===== src/rtl/fixed_point_divide_if.sv =====
// Request/result bundle for the sequential fixed-point divider.
// master issues operands and start; slave returns busy/done and the result.
interface fixed_point_divide_if #(
    parameter int DATA_WIDTH = 16
);
    logic                  start;
    logic [DATA_WIDTH-1:0] dividend;
    logic [DATA_WIDTH-1:0] divisor;
    logic                  busy;
    logic                  done;
    logic [DATA_WIDTH-1:0] quotient;
    logic                  overflow;
    logic                  div_by_zero;

    modport master (
        output start, dividend, divisor,
        input  busy, done, quotient, overflow, div_by_zero
    );

    modport slave (
        input  start, dividend, divisor,
        output busy, done, quotient, overflow, div_by_zero
    );
endinterface


===== src/rtl/fixed_point_divide.sv =====
// Signed Q(INT).(FRACT) divider: radix-2 restoring division on magnitudes,
// one quotient bit per clock, sign and saturation applied on the last step.
module fixed_point_divide #(
    parameter int INT_WIDTH   = 8,
    parameter int FRACT_WIDTH = 8,
    parameter int DATA_WIDTH  = INT_WIDTH + FRACT_WIDTH
) (
    input logic clk,
    input logic rst_n,
    fixed_point_divide_if.slave bus
);
    localparam int N  = DATA_WIDTH + FRACT_WIDTH;
    localparam int CW = $clog2(N);
    localparam int MSB = DATA_WIDTH - 1;

    localparam logic [DATA_WIDTH-1:0] MAX_POS = {1'b0, {(DATA_WIDTH-1){1'b1}}};
    localparam logic [DATA_WIDTH-1:0] MIN_NEG = {1'b1, {(DATA_WIDTH-1){1'b0}}};
    localparam logic [N-1:0] LIM_POS = {{(N-DATA_WIDTH){1'b0}}, MAX_POS};
    localparam logic [N-1:0] LIM_NEG = {{(N-DATA_WIDTH){1'b0}}, MIN_NEG};

    typedef enum logic [1:0] {IDLE, CALC, DONE} state_t;

    state_t                state;
    logic [N-1:0]          num;
    logic [N-1:0]          q;
    logic [DATA_WIDTH:0]   rem;
    logic [DATA_WIDTH-1:0] dmag;
    logic                  sign;
    logic [CW-1:0]         cnt;

    logic [DATA_WIDTH-1:0] a_mag;
    logic [DATA_WIDTH-1:0] b_mag;
    logic [DATA_WIDTH:0]   rem_sh;
    logic [DATA_WIDTH:0]   rem_nx;
    logic                  ge;
    logic [N-1:0]          q_nx;
    logic [DATA_WIDTH-1:0] q_lo;
    logic [DATA_WIDTH-1:0] res;
    logic                  ovf;

    // 0x8000-style operands negate to 2^(DATA_WIDTH-1) as unsigned
    assign a_mag = bus.dividend[MSB] ? -bus.dividend : bus.dividend;
    assign b_mag = bus.divisor[MSB]  ? -bus.divisor  : bus.divisor;

    always_comb begin
        rem_sh = {rem[DATA_WIDTH-1:0], num[N-1]};
        ge     = rem_sh >= {1'b0, dmag};
        rem_nx = ge ? rem_sh - {1'b0, dmag} : rem_sh;
        q_nx   = {q[N-2:0], ge};
        q_lo   = q_nx[DATA_WIDTH-1:0];
        res    = sign ? -q_lo : q_lo;
        ovf    = 1'b0;
        if (!sign && q_nx > LIM_POS) begin
            res = MAX_POS;
            ovf = 1'b1;
        end else if (sign && q_nx > LIM_NEG) begin
            res = MIN_NEG;
            ovf = 1'b1;
        end
    end

    always_ff @(posedge clk or negedge rst_n) begin
        if (!rst_n) begin
            state           <= IDLE;
            num             <= '0;
            q               <= '0;
            rem             <= '0;
            dmag            <= '0;
            sign            <= 1'b0;
            cnt             <= '0;
            bus.busy        <= 1'b0;
            bus.done        <= 1'b0;
            bus.quotient    <= '0;
            bus.overflow    <= 1'b0;
            bus.div_by_zero <= 1'b0;
        end else begin
            unique case (state)
                IDLE: begin
                    if (bus.start) begin
                        sign     <= bus.dividend[MSB] ^ bus.divisor[MSB];
                        dmag     <= b_mag;
                        bus.busy <= 1'b1;
                        if (bus.divisor == '0) begin
                            state           <= DONE;
                            bus.done        <= 1'b1;
                            bus.quotient    <= bus.dividend[MSB] ? MIN_NEG : MAX_POS;
                            bus.overflow    <= 1'b0;
                            bus.div_by_zero <= 1'b1;
                        end else begin
                            state <= CALC;
                            num   <= {a_mag, {FRACT_WIDTH{1'b0}}};
                            rem   <= '0;
                            q     <= '0;
                            cnt   <= '0;
                        end
                    end
                end
                CALC: begin
                    rem <= rem_nx;
                    num <= {num[N-2:0], 1'b0};
                    q   <= q_nx;
                    cnt <= cnt + CW'(1);
                    if (cnt == CW'(N-1)) begin
                        state           <= DONE;
                        bus.done        <= 1'b1;
                        bus.quotient    <= res;
                        bus.overflow    <= ovf;
                        bus.div_by_zero <= 1'b0;
                    end
                end
                DONE: begin
                    state    <= IDLE;
                    bus.done <= 1'b0;
                    bus.busy <= 1'b0;
                end
                default: state <= IDLE;
            endcase
        end
    end
endmodule


===== src/flat_wrapper.sv =====
// flat-port wrapper written by rule: the top's interface ports become plain ports
module fixed_point_divide_flat 
#(
    parameter int INT_WIDTH   = 8,
    parameter int FRACT_WIDTH = 8,
    parameter int DATA_WIDTH  = INT_WIDTH + FRACT_WIDTH
)
  (clk, rst_n, bus_start, bus_dividend, bus_divisor, bus_busy, bus_done, bus_quotient, bus_overflow, bus_div_by_zero);
  fixed_point_divide_if #(.DATA_WIDTH(DATA_WIDTH)) bus_i ();
  input logic clk;
  input logic rst_n;
  input wire logic [$bits(bus_i.start)-1:0] bus_start;
  input wire logic [$bits(bus_i.dividend)-1:0] bus_dividend;
  input wire logic [$bits(bus_i.divisor)-1:0] bus_divisor;
  output wire logic [$bits(bus_i.busy)-1:0] bus_busy;
  output wire logic [$bits(bus_i.done)-1:0] bus_done;
  output wire logic [$bits(bus_i.quotient)-1:0] bus_quotient;
  output wire logic [$bits(bus_i.overflow)-1:0] bus_overflow;
  output wire logic [$bits(bus_i.div_by_zero)-1:0] bus_div_by_zero;
  assign bus_i.start = bus_start;
  assign bus_i.dividend = bus_dividend;
  assign bus_i.divisor = bus_divisor;
  assign bus_busy = bus_i.busy;
  assign bus_done = bus_i.done;
  assign bus_quotient = bus_i.quotient;
  assign bus_overflow = bus_i.overflow;
  assign bus_div_by_zero = bus_i.div_by_zero;
  fixed_point_divide #(.INT_WIDTH(INT_WIDTH), .FRACT_WIDTH(FRACT_WIDTH), .DATA_WIDTH(DATA_WIDTH)) u_core (.clk(clk), .rst_n(rst_n), .bus(bus_i));
endmodule

===== config.mk =====
export PLATFORM = sky130hd
export DESIGN_NAME = fixed_point_divide_flat
export DESIGN_NICKNAME = d
export VERILOG_FILES = /design/src/rtl/fixed_point_divide_if.sv /design/src/rtl/fixed_point_divide.sv /design/src/flat_wrapper.sv
export SDC_FILE = /design/constraint.sdc
export NUM_CORES = 1
export LEC_CHECK = 0
export CAP_MARGIN = 20
export CORE_AREA = 2 2 102 104
export DETAILED_ROUTE_END_ITERATION = 10
export DIE_AREA = 0 0 104 106
export GPL_TIMING_DRIVEN = 1
export PLACE_DENSITY = 0.88
export SYNTH_ARGS = -nofsm -noshare
export SYNTH_HDL_FRONTEND = slang
export SYNTH_SLANG_ARGS = --single-unit

===== constraint.sdc =====
create_clock -name clk -period 6.95 [get_ports clk]
set_input_delay 1.39 -clock clk [delete_from_list [all_inputs] [get_ports clk]]
set_output_delay 1.39 -clock clk [all_outputs]
set_load 0.05 [all_outputs]

==> out/metrics.cfg, run 1 <==
[placed_design]
post_dp_cell_area_um2 = 6400
dp_hpwl_um = 9350
portBuffers = 54
globalplace.congestion = 0.847

[hold_path]
hold_start = u_core.num[9]
whs_endpoint = u_core.num[9]
worstHoldPathType = flop to flop
whs_path_depth = 2

[clock_network]
root_buffer_cell = clkbuf_8
holdBufCountCts = 0
clkSlewWorstSetupHoldPaths_ns = 0.10
clock_sinks = 99
tritoncts = yes
insertion_delay_ns = 0.39
max-clock-path-buffers = 2
cts_max_level = 3
cts_inserted_buffers = 9
cts_resized = 0
post-cts-setup-buffer-count = 0

[pwr]
total_leakage_power_nw = 2.84
vdd_drop_max_mv = 0.236
power_density_nw_per_um2 = 507

[global_route]
first_global_vias = 4851
grt.overflow.total = 0
maximum_number_of_pins_on_one_net_before_global_route_repair = 77
wire_length_of_the_first_global_routing_pass_um = 22600
number_of_antenna_violations_at_the_first_check_in_global_routing = 0
track_usage_pct = 25.2

[logic_synthesis]
synth.top_cells.by_area = dfrtp_1 (43%), o21ai_0 (5.3%), xor2_1 (5.3%)
postSynthAreaPerCell_um2 = 9.32
synth_enable_flop_cells = 0
synth_top_cells_by_count = dfrtp_1 (99), nand2_1 (66), o21ai_0 (62), a21oi_1 (39), xor2_1 (35)
syn_area_um2 = 5810
synth_warnings = 0
synthesized_instance_count = 624
synthesis.nets = 680
synth.largest_area_cell = dfrtp_1
synth_sequential_area_ratio_pct = 42.6
synthFlopType = dfrtp_1
synthArstFlopShare_pct = 100
synthMostInstantiatedCell = dfrtp_1
portion_of_synthesized_cell_area_occupied_by_the_leading_cell_type_pct = 42.6
synth_cell_types = 61
ys_seq_elements = 99

[floorplanning]
placeableCoreArea_um2 = 10000
floorplan.die_area_um2 = 11000
floorplan.die.width_um = 104
floorplan.initialDensity_pct = 58.1
io-pin-count = 55
std_cell_rows = 37
fp.dieH_um = 106

[timing]
timing_hold_violations_final = 0
finalSetupViolCount = 0
tightestPinTransition_ns = 0.993
grt_setup_unrepaired = false
max_freq_mhz = 237
fin_skew_ns = 0.0158
fin_crit_sh_pct = 60.7
post-route-min-period_ns = 4.22
tns_ns = 0
final-max-slew-violation-count = 0
slew_headroom_pct = 33.5

[route]
drc_errors = 0
drt-vias-per-instance = 6.12
drt_iter0_markers = 346
antenna_left = 0
num_vias = 4914
drt-pass1-iter-count = 7
wire_length_after_detailed_routing_um = 13200
avg_wl_per_cell_um = 16.5

[layout]
drive_above_1_share_pct = 4.80
design.final.nets = 718
final_cell_area_excluding_filler_cells_um2 = 6600
diodes = 0
area_growth_pct = 13.5

[worst_setup_path]
timing.critical_path.arrival_ns = 4.53
regToRegSetupSlack_ns = 2.73
setup.worst_path.start_class = flop
cp.required_ns = 7.26
r2r-end = u_core.bus.quotient[15]
timing.critical_path.to_type = flop
rr_startpoint = u_core.dmag[4]
r2r_cells = 15
timing.setup.critical_path_class = flop to flop
path_max_fanout = 15

[status]
run_status = complete, no violations

[run]
max_cap_violations = 0

[worst max-delay path, stage by stage, from the launching register on]
cell and delay, ns:
dfrtp_1 0.36, inv_1 0.05, ha_1 0.38, nand3_1 0.15, o21bai_1 0.21, a211o_1 0.35
and3b_1 0.24, a21oi_2 0.73, inv_2 0.30, ha_1 0.32, nand4_1 0.20, nor2b_1 0.10
a2bb2oi_1 0.18, nand2_2 0.27, nor2_1 0.07, a211oi_1 0.23
[layout by cell type, fill, tap and decap left out, types with 3 or more instances in the layout]
| cell type | n |
|---|---|
| nand4_1 | 4 |
| mux2i_1 | 20 |
| a21oi_1 | 39 |
| xnor2_1 | 13 |
| a211oi_1 | 9 |
| o21ai_0 | 62 |
| or4_1 | 7 |
| nand2b_1 | 12 |
| buf_4 | 4 |
| nand2_1 | 66 |
| xor2_1 | 35 |
| dfrtp_1 | 99 |
| nor4_1 | 6 |
| a22o_1 | 23 |
| nor2_1 | 34 |
| clkbuf_8 | 9 |
| nor2b_1 | 9 |
| o31ai_1 | 9 |
| nor3_1 | 5 |
| ha_1 | 20 |
| o21ai_1 | 12 |
| o41ai_1 | 6 |
| nand3_1 | 8 |
| a31oi_1 | 3 |
| clkdlybuf4s50_1 | 53 |
| a21o_1 | 3 |
| o21a_1 | 3 |
| a32oi_1 | 5 |
| or3_1 | 4 |
| a221o_1 | 10 |
| inv_1 | 29 |
[per-layer routing]
| layer | track usage (%) | part of all wire, % | up-vias |
|---|---|---|---|
| li1 | - | - | 2336 |
| met1 | 30.9 | 43 | 2382 |
| met2 | 43.8 | 50 | 163 |
| met3 | 3.56 | 4.9 | 33 |
| met4 | 12.4 | 2.5 | 0 |
| met5 | 0 | 0 | - |
[metrics by stage]
stage | std cells | setup WS, ns | utilization [%] | total power, mW | hold slack, ns
after floorplan | 624 | 3.41 | - | 2.48 | 0.449
after global placement | 786 | 2.27 | 64.0 | 2.85 | 0.463
after detailed placement | 786 | 2.05 | 64.0 | 2.96 | 0.471
after CTS | 802 | 2.47 | 65.8 | 3.32 | 0.492
after global routing | 803 | 2.42 | 66.0 | 3.60 | 0.520
final | 803 | 2.73 | 66.0 | 3.34 | 0.492
[cell families (layout without fill, tap and decap cells)]
group | after synthesis | in the layout | share of synthesized area, %
multiplexers | 20 | 20 | 3.44
AO/OA/AOI/OAI | 202 | 202 | 22.6
XOR/XNOR | 48 | 48 | 7.23
flip-flops | 99 | 99 | 42.6
buffers and inverters | 61 | 104 | 4.52
AND/OR/NAND/NOR | 173 | 173 | 14.9
adder cells (fa/ha/maj) | 21 | 21 | 4.65
[area by class of cell]
| type | count | area, µm² |
|---|---|---|
| repair buffers | 58 | 581 |
| clock inverters | 6 | 47.5 |
| well taps | 136 | 170 |
| multi-input cells | 464 | 3080 |
| flip-flops and latches | 99 | 2480 |
| fillers | 816 | 3400 |
| clock buffers | 10 | 128 |
| inverters | 30 | 113 |
[sequential cells by signal (all words and copies together), names as in the netlist]
signal and cells:
u_core.sign 1, u_core.bus.busy 1, u_core.q 23, u_core.num 16
u_core.bus.div_by_zero 1, u_core.bus.done 1, u_core.rem 16, u_core.state 2
u_core.cnt 5, u_core.dmag 16, u_core.bus.quotient 16, u_core.bus.overflow 1
[worst max path at each step]
stage	cells past startpoint	start	slack, ns	endpoint
2_1_floorplan	10	bus_divisor[0]	3.41	u_core.bus.quotient[13]
3_3_place_gp	9	bus_divisor[1]	2.27	u_core.num[23]
3_5_place_dp	10	bus_divisor[1]	2.05	u_core.cnt[4]
4_1_cts	10	bus_divisor[1]	2.47	u_core.cnt[4]
5_1_grt	13	u_core.rem[5]	2.42	u_core.bus.quotient[15]
6_report	15	u_core.dmag[4]	2.73	u_core.bus.quotient[15]
[where the power goes]
| group | internal (mW) | switching [mW] | total [mW] |
|---|---|---|---|
| clock | 0.135 | 0.215 | 0.350 |
| combinational | 0.799 | 1.13 | 1.92 |
| sequential | 0.837 | 0.231 | 1.07 |
| total | 1.77 | 1.57 | 3.34 |
Power figures use the tool's default switching activity.
==> inputs of run 2 (changes only) <==
- CORE_AREA: 2 2 102 104 -> 2 2 104 106
- DIE_AREA: 0 0 104 106 -> 0 0 106 108
- PLACE_DENSITY: 0.88 -> 0.86
- clock period: 6.95 -> 4.34 ns (I/O delays scaled with it)
==> run 2 against run 1 <==
Clock power is 69% higher; sequential share of layout area is 0.30 points lower; critical path depth is 6 lower; die area is 3.8% higher; highest routed layer unchanged; non-clock buffer count is 5 higher; cell count is 0.62% higher; routed wire length is 3.2% lower; core utilization is 0.98 points lower; clock-buffer cell count is 1 lower; critical endpoint is now u_core.bus.quotient[8].
==> out/metrics.cfg, run 2 (same netlist as run 1, synthesis figures left out) <==
[worst_setup_path]
regToRegSetupSlack_ns = 0.87
timing.setup.critical_path_class = primary input to flop
worstSetupStartpoint = bus_divisor[1]
cp.required_ns = 4.65
rr_startpoint = u_core.dmag[3]
path_max_fanout = 15
timing.critical_path.arrival_ns = 3.78
timing.critical_path.to_type = flop
setup.worst_path.start_class = primary input
crit_path_cell_trace = clkdlybuf4s50_1 > inv_1 > ha_1 > or3b_1 > or4_4 > o41a_1 > nor3_4 > a21oi_1 > o21ai_1
biggest_cell_delay_along_the_critical_path_ns = 0.70
cpMaxStageDelayCell = o41a_1

[pwr]
vdd_drop_max_mv = 0.415
power_density_nw_per_um2 = 808
total_leakage_power_nw = 2.87

[timing]
tns_ns = 0
slew_headroom_pct = 36.9
fin_crit_sh_pct = 80.1
post-route-min-period_ns = 3.48
final-max-slew-violation-count = 0
tightestPinTransition_ns = 0.947
worst_hold_slack_ns = 0.496
grt_setup_unrepaired = false
finalSetupViolCount = 0
max_freq_mhz = 288
timing_hold_violations_final = 0
fin_skew_ns = 0.0257

[global_route]
track_usage_pct = 23.7
maximum_number_of_pins_on_one_net_before_global_route_repair = 77
first_global_vias = 4595
grt.overflow.total = 0
number_of_antenna_violations_at_the_first_check_in_global_routing = 0
wire_length_of_the_first_global_routing_pass_um = 21800

[clock_network]
clkSlewWorstSetupHoldPaths_ns = 0.10
cts_inserted_buffers = 9
holdBufCountCts = 0
max-clock-path-buffers = 2
root_buffer_cell = clkbuf_8
clock_sinks = 99
post-cts-setup-buffer-count = 0
cts_max_level = 3
tritoncts = yes
insertion_delay_ns = 0.39
cts_resized = 0

[layout]
design.final.nets = 723
layout.cells.most_common_list = dfrtp_1 (99), nand2_1 (66), o21ai_0 (62), clkdlybuf4s50_1 (53), a21oi_1 (39)
diodes = 0
area_growth_pct = 14.4
max_flop_register = u_core.q
max_reg_flops = 23
layout.cells.most_common = dfrtp_1
drive_above_1_share_pct = 5.65
fillers = 825

[floorplanning]
fp.dieH_um = 108
floorplan.die.width_um = 106
floorplan.initialDensity_pct = 56.8
std_cell_rows = 37
placeableCoreArea_um2 = 10200
floorplan.die_area_um2 = 11400
io-pin-count = 55

[route]
drt-pass1-iter-count = 5
avg_wl_per_cell_um = 15.9
antenna_left = 0
drc_errors = 0
wire_length_after_detailed_routing_um = 12800
drt-vias-per-instance = 6.00
drt_iter0_markers = 386
num_vias = 4850

[hold_path]
hold_start = u_core.dmag[3]
worstHoldPathType = flop to flop

[placed_design]
globalplace.congestion = 0.904
portBuffers = 54
dp_hpwl_um = 9370

[status]
run_status = complete, no violations

[run]
max_cap_violations = 0

[run 2: changes by cell type in the layout (fill, tap and decap cells not counted)]
cell      previous run  this run
buf_12               1         0
buf_4                4        10
clkbuf_1             1         0
clkinv_2             2         0
clkinv_8             0         2
inv_6                2         3
[run 2: final cells by class]
cell class                 count  area, µm²  share of cell area [%]
timing repair buffer          63        606                    9.10
clock buffer                   9        124                    1.86
tap                          136        170                    2.56
multi-input combinational    464       3080                    46.4
inverter                      30        113                    1.69
sequential                    99       2480                    37.2
clock inverter                 7       78.8                    1.19
[run 2: stage by stage]
stage / power, mW / cells / worst slack [ns] / instance area [µm²] / util (%)
after floorplan: 3.97 / 624 / 1.32 / 5810 / -
after global placement: 4.61 / 792 / 0.552 / 6450 / 63.0
after detailed placement: 4.76 / 792 / 0.462 / 6450 / 63.0
after CTS: 5.36 / 808 / 0.858 / 6650 / 65.0
after global routing: 5.80 / 808 / 0.637 / 6650 / 65.0
final: 5.37 / 808 / 0.864 / 6650 / 65.0
[run 2: path summary, 6_finish.rpt]
kind,endpoint,cells after the start
max in group asynchronous,u_core.q[1],2
hold reg to reg,u_core.dmag[3],2
setup / recovery,u_core.bus.quotient[8],9
setup reg to reg,u_core.bus.quotient[15],15
min in group asynchronous,u_core.rem[5],1
hold / removal,u_core.dmag[3],2
[run 2: worst max-delay path, delay by kind of cell]
family                   cells  cell delay [ns]
buffers and inverters        2             0.49
AO/OA/AOI/OAI                3             0.90
adder cells (fa/ha/maj)      1             0.14
AND/OR/NAND/NOR              3             1.37
[run 2: power breakdown]
group,internal (mW),total (mW),switching [mW]
logic,1.29,3.07,1.78
clock network,0.229,0.592,0.363
registers,1.34,1.71,0.368
[run 2: per-layer routing]
metal	global-route usage (%)	wire (µm)	vias to the layer above	share of wire, %
met2	39.4	6270	147	49
met1	32.0	5770	2331	45
li1	-	-	2349	-
met5	0	0	-	0
met4	9.02	235	0	1.8
met3	2.89	538	23	4.2
